### config.mk
export PLATFORM = sky130hd
export DESIGN_NAME = mips_mem
export DESIGN_NICKNAME = d
export VERILOG_FILES = /design/src/rtl/mips_pkg.sv /design/src/rtl/mips_ram.sv /design/src/rtl/mips_mem.sv
export SDC_FILE = /design/constraint.sdc
export NUM_CORES = 2
export LEC_CHECK = 0
export ABC_AREA = 1
export BUFFER_PORTS_ARGS = -buffer_cell sky130_fd_sc_hd__buf_2
export CELL_PAD_IN_SITES_DETAIL_PLACEMENT = 0
export CELL_PAD_IN_SITES_GLOBAL_PLACEMENT = 1
export CORE_MARGIN = 10
export CORE_UTILIZATION = 51
export DETAILED_ROUTE_END_ITERATION = 8
export GPL_ROUTABILITY_DRIVEN = 0
export PLACE_DENSITY_LB_ADDON = 0.1
export SYNTH_ARGS = -nofsm -noshare
export SYNTH_HDL_FRONTEND = slang
export SYNTH_HIERARCHICAL = 1
export SYNTH_SLANG_ARGS = --single-unit
### constraint.sdc
create_clock -name clk -period 6.81 [get_ports clk]
set_input_delay 0.3405 -clock clk [delete_from_list [all_inputs] [get_ports clk]]
set_output_delay 0.3405 -clock clk [all_outputs]
set_load 0.01 [all_outputs]
### src/rtl/mips_pkg.sv
// Shared types and constants for the mips memory responder.
// Holds the boot/run state type, word-size constants and the address decode helper.
package mips_pkg;

  localparam int WORD_W     = 32;
  localparam int WORD_BYTES = WORD_W / 8;

  localparam logic [WORD_W-1:0] IO_ADDR_DEF = 32'hFFFF_FFFC;

  typedef enum logic {
    LOAD = 1'b0,
    RUN  = 1'b1
  } mem_state_t;

  typedef struct packed {
    logic is_io;
    logic in_range;
    logic aligned;
  } addr_dec_t;

  // in_range means every bit above the RAM word index is zero
  function automatic addr_dec_t decode_addr(input logic [WORD_W-1:0] addr,
                                            input logic [WORD_W-1:0] io_addr,
                                            input int              aw);
    addr_dec_t d;
    d.is_io    = (addr == io_addr);
    d.in_range = ((addr >> (aw + 2)) == '0);
    d.aligned  = (addr[1:0] == 2'b00);
    return d;
  endfunction

endpackage

### src/rtl/mips_ram.sv
// DEPTH x 32 word RAM: synchronous write, asynchronous (0-cycle) read.
// No backpressure; a write with we high always lands on the rising edge.
module mips_ram
  import mips_pkg::*;
#(
  parameter int DEPTH = 64,
  parameter int AW    = $clog2(DEPTH)
) (
  input  logic              clk,
  input  logic              we,
  input  logic [AW-1:0]     waddr,
  input  logic [WORD_W-1:0] wdata,
  input  logic [AW-1:0]     raddr,
  output logic [WORD_W-1:0] rdata
);

  logic [WORD_W-1:0] mem [DEPTH];

  always_ff @(posedge clk) begin
    if (we) mem[waddr] <= wdata;
  end

  assign rdata = mem[raddr];

endmodule

### src/rtl/mips_mem.sv
// Unified instruction/data memory for the multicycle mips core, with a boot loader and one IO register.
// Reads are combinational; stores land on the edge; load_ready is high for the whole LOAD phase.
module mips_mem
  import mips_pkg::*;
#(
  parameter int                DEPTH   = 64,
  parameter logic [WORD_W-1:0] IO_ADDR = IO_ADDR_DEF
) (
  input  logic              clk,
  input  logic              reset,
  input  logic [WORD_W-1:0] address,
  input  logic [WORD_W-1:0] writedata,
  input  logic              memwrite,
  output logic [WORD_W-1:0] readdata,
  input  logic              load_valid,
  input  logic [WORD_W-1:0] load_data,
  input  logic              load_last,
  output logic              load_ready,
  output logic              cpu_reset,
  output logic [WORD_W-1:0] io_out,
  output logic              io_strobe,
  output logic              misalign_err
);

  localparam int          AW       = $clog2(DEPTH);
  localparam logic [AW-1:0] LAST_PTR = AW'(DEPTH - 1);

  mem_state_t        state, state_nxt;
  logic [AW-1:0]     load_ptr;
  addr_dec_t         dec;
  logic              in_run;
  logic              load_fire;
  logic              core_we, io_we, misalign_we;
  logic              ram_we;
  logic [AW-1:0]     ram_waddr;
  logic [WORD_W-1:0] ram_wdata;
  logic [WORD_W-1:0] ram_rdata;

  assign dec        = decode_addr(address, IO_ADDR, AW);
  assign in_run     = (state == RUN);
  assign load_ready = (state == LOAD);
  assign load_fire  = load_ready & load_valid;

  // IO decode takes priority so an IO_ADDR that aliases into RAM never writes the array
  assign io_we       = in_run & memwrite & dec.aligned & dec.is_io;
  assign core_we     = in_run & memwrite & dec.aligned & ~dec.is_io & dec.in_range;
  assign misalign_we = in_run & memwrite & ~dec.aligned;

  // Loader and core are never active together, so the mux is just a phase select
  assign ram_we    = load_fire | core_we;
  assign ram_waddr = load_fire ? load_ptr : address[AW+1:2];
  assign ram_wdata = load_fire ? load_data : writedata;

  mips_ram #(
    .DEPTH (DEPTH),
    .AW    (AW)
  ) u_ram (
    .clk   (clk),
    .we    (ram_we),
    .waddr (ram_waddr),
    .wdata (ram_wdata),
    .raddr (address[AW+1:2]),
    .rdata (ram_rdata)
  );

  always_comb begin
    if (dec.is_io)         readdata = io_out;
    else if (dec.in_range) readdata = ram_rdata;
    else                   readdata = '0;
  end

  // Loading stops at the top word even without load_last, so the pointer never wraps
  always_comb begin
    state_nxt = state;
    if (load_fire && (load_last || load_ptr == LAST_PTR)) state_nxt = RUN;
  end

  always_ff @(posedge clk or posedge reset) begin
    if (reset) begin
      state        <= LOAD;
      load_ptr     <= '0;
      cpu_reset    <= 1'b1;
      io_out       <= '0;
      io_strobe    <= 1'b0;
      misalign_err <= 1'b0;
    end else begin
      state     <= state_nxt;
      cpu_reset <= (state_nxt == LOAD);
      io_strobe <= io_we;
      if (load_fire)   load_ptr     <= load_ptr + 1'b1;
      if (io_we)       io_out       <= writedata;
      if (misalign_we) misalign_err <= 1'b1;
    end
  end

endmodule
==> summary.md <==
| Metric | Value |
|---|---|
| Status | complete, no violations |
| PostCTS Resize Cnt | 0 |
| Die Span Y | 428.3 um |
| Layout cells sized above 1 | 10.11% |
| First-pass iteration count of the detailed router | 6 |
| Detailed placement HPWL | 138700 um |
| Crit. End Element | register |
| Gr busiest metal | met2 |
| Initial antenna violation count | 14 |
| Avg Cell Area, Syn | 11.81 um^2 |
| Post-DRT Antenna Nets | 0 |
| IO buf count | 168 |
| Cells after synthesis | 7199 |
| CTS Sinks | 2090 |
| Total Wirelength | 261700 um |
| Warnings, synthesis | 6 |
| Final instance area | 0.09533 mm^2 |
| Met1 Use GR | 37.24% |
| R2R Path Start | in_run$_DFF_PP0_ |
| Initial DRC Count | 6985 |
| End point of the critical path | u_ram/mem[62][3]$_DFFE_PP_ |
| Die W | 428.3 um |
| FMAX | 223.1 MHz |
| CP bufs+invs | 2 |
| Post-route non-filler standard cell count | 9688 |
| Vias in the first global route | 53.46k |
| Fill cells | 13.53k |
| Pwr/cell area | 283.4 mW/mm^2 |
| Inst Count DP | 9260 |
| Unique masters post-synth | 32 |
| Total gr overflow | 0 |
| Site Rows | 149 |
| Critical path data arrival time | 4.97 ns |
| Final core occ | 57.65% |
| Via count | 57.06k |
| Slowest Stage Delay on Critical Path | 1.04 ns |
| Final setup vio count | 0 |
| M3 GR Usage | 3.699% |
| Cell area after synthesis | 0.08500 mm^2 |
| Final net count | 7425 |
| First-pass GRT wire length | 375500 um |
| Total I/O pin count | 169 |
| Reg2Reg Setup Slack | 2.33 ns |
| Post-route DRC | 0 |
| WP data required | 7.30 ns |
| Clock Pin Slew Worst Setup and Hold Paths | 0.07 ns |
| Dpl cell area | 0.08835 mm^2 |
| Worst R2R End | u_ram/mem[62][3]$_DFFE_PP_ |
| Global routing usage on met2 | 45.09% |
| Slew Limit Fails | 0 |
| Sequential cell area fraction in the yosys report | 73.59% |
| Clock Skew | 0.02801 ns |
| Worst setup path class | register to register |
| Longest Clk Path Bufs | 3 |
| Critical path origin | in_run$_DFF_PP0_ |
| CP max FO | 23 |
| Final period utilization | 65.81% |
| Area Overhead vs Synth | 12.16% |
| Number of buffers created by CTS | 213 |
| Slowest CP cell | nand4_1 |
| Worst-skew pair later-pin latency | 0.84 ns |
| Area contributors post-synth | edfxtp_1 72%, nand3_1 11%, nand2_1 11%, buf_2 1.8%, dfrtp_1 1.2% |
| Total track usage | 27.64% |
| Largest net degree at the start of global routing | 207 |
| H-tree lvl count | 4 |
| Final setup TNS | 0 ns |
| LEAKAGE | 34.34 nW |
| Hold Path Class | primary input to asynchronous set/reset pin |
| Rel. slew slack | 21.54% |
| Starting Density | 51.40% |
| Tightest Pin Transition | 1.165 ns |
| Die area | 0.1834 mm^2 |
| WP depth | 6 |
| Core outline area | 0.1654 mm^2 |
| Critical Path Source Type | register |
| Final Hold Viols | 0 |
| Register-to-Register Path Depth | 6 |
| CP top delay family | simple AND/OR/NAND/NOR gates |
| Wire per inst | 27.02 um |
| Cells along the critical path | inv_1, nand2_1, o21ai_0, nand4_1, nor2_4, buf_4 |
| Post-DR vias/cell | 5.889 |
| Minimum clock period | 4.482 ns |
| Cell taking the most area after synthesis | edfxtp_1 |
| Yosys reg bits | 2090 |
| RSZ-0062 raised after global routing | false |
| Worst hold slack | 0.1942 ns |
| CTS tree | yes |
| Top-area cell type share of the netlist area | 72.35% |
| CTS Root Cell | clkbuf_16 |
| VDD IR max | 0.3295 mV |
| Max-Cap Viols | 0 |
| Synthesized Nets | 7301 |
## placed cells by master (no fill, tap or decap), types with 2 or more instances in the layout
| cell type | count |
|---|---|
| diode_2 | 5 |
| nand2_2 | 42 |
| a21oi_1 | 6 |
| edfxtp_1 | 2048 |
| nand3_1 | 1909 |
| bufinv_16 | 13 |
| clkbuf_16 | 214 |
| buf_8 | 3 |
| clkinv_8 | 3 |
| nor2_1 | 26 |
| clkinv_4 | 4 |
| inv_1 | 17 |
| dfrtp_1 | 41 |
| o21ai_0 | 4 |
| clkinvlp_4 | 4 |
| buf_4 | 163 |
| buf_2 | 163 |
| clkinv_2 | 39 |
| buf_12 | 17 |
| nand4_1 | 46 |
| clkbuf_1 | 41 |
| xor2_1 | 3 |
| inv_8 | 2 |
| clkinv_1 | 57 |
| dlygate4sd3_1 | 37 |
| inv_6 | 10 |
| inv_16 | 2 |
| clkinv_16 | 3 |
| nand2_1 | 2497 |
| nor2_4 | 58 |
| nor4_2 | 8 |
| nor2_2 | 4 |
## sequential cells by signal, indices dropped and copies added (netlist names)
name	count
io_out	32
cpu_reset	1
u_ram/mem	2048
misalign_err	1
in_run	1
load_ptr	6
io_strobe	1
## worst min-delay path by stage
stage / from / end / slack [ns]
finish: reset / io_strobe$_DFF_PP0_ / 0.19
floorplan: load_valid / cpu_reset$_DFF_PP1_ / 0.41
detailed placement: misalign_err$_DFFE_PP0P_ / misalign_err$_DFFE_PP0P_ / 0.46
global route: reset / io_strobe$_DFF_PP0_ / 0.23
CTS: reset / io_strobe$_DFF_PP0_ / 0.18
global placement: in_run$_DFF_PP0_ / cpu_reset$_DFF_PP1_ / 0.45
## per-layer routing
| metal | vias to the layer above | part of all wire [%] | routed length [um] |
|---|---|---|---|
| met5 | - | 0 | 0 |
| met1 | 28380 | 40 | 104600 |
| met2 | 2449 | 48 | 125600 |
| met4 | 0 | 4.8 | 12440 |
| li1 | 25750 | - | - |
| met3 | 485 | 7.3 | 19080 |
## cell usage after synthesis
cell type and n:
nand2_1 2529, edfxtp_1 2048, nand3_1 1909, buf_2 300, nor2_1 82, clkbuf_1 81
nand4_1 46, buf_4 45, buf_1 41, dfrtp_1 41, inv_1 20, nand2_2 10
nor4_1 8, a21oi_1 6, buf_6 4, nor2_2 4, o21ai_0 4, xor2_1 3
buf_12 2, buf_8 2, inv_2 2, nor2_4 2, a31o_2 1, and3_1 1
clkinv_2 1, dfstp_2 1, ha_1 1, inv_4 1, nand3_2 1, nor3_2 1
o21bai_1 1, xnor2_1 1
## worst reg2reg max path, cell delays in order, from the launching register on
cell,delay (ns)
dfrtp_1,0.41
inv_1,0.09
nand2_1,0.29
o21ai_0,1.03
nand4_1,1.04
nor2_4,0.76
buf_4,0.48
## stage by stage
stage / total power, W / setup WS, ns
global placement: 0.01608 / 2.553
CTS: 0.02712 / 2.375
floorplan: 0.01538 / 1.573
global route: 0.02778 / 2.122
finish: 0.02702 / 2.328
detailed placement: 0.01610 / 2.414
## power breakdown
group / switching, W / leakage, nW / internal [W]
Sequential: 0.00000568 / 19.0 / 0.0141
Combinational: 0.00133 / 12.1 / 0.000385
Clock: 0.00491 / 3.23 / 0.00624
Total: 0.00625 / 34.3 / 0.0208
## cell type report
| class | count | area, um^2 | area share, % |
|---|---|---|---|
| Antenna cell | 5 | 12.51 | 0.01312 |
| Clock buffer | 255 | 5509 | 5.779 |
| Clock inverter | 131 | 1094 | 1.147 |
| Inverter | 24 | 127.6 | 0.1339 |
| Multi-Input combinational cell | 4610 | 20490 | 21.50 |
| Sequential cell | 2090 | 62550 | 65.61 |
| Tap cell | 2189 | 2739 | 2.873 |
| Timing Repair Buffer | 384 | 2806 | 2.944 |
## logic make-up (layout without fill, tap and decap cells)
kind of cell	Yosys count	in the layout	share of synthesized area, %
buffers and inverters	499	794	2.948
AND/OR/NAND/NOR	4593	4593	23.33
other	0	5	0
flip-flops	2090	2090	73.59
XOR/XNOR	4	4	0.04122
AO/OA/AOI/OAI	12	12	0.07802
adder cells (fa/ha/maj)	1	1	0.01472
## timing repair
action	in CTS	in global routing
hold buffers	37	0
endpoints found under the hold margin	76	0
buffers inserted	0	0
(Power assumes the default switching activity.)
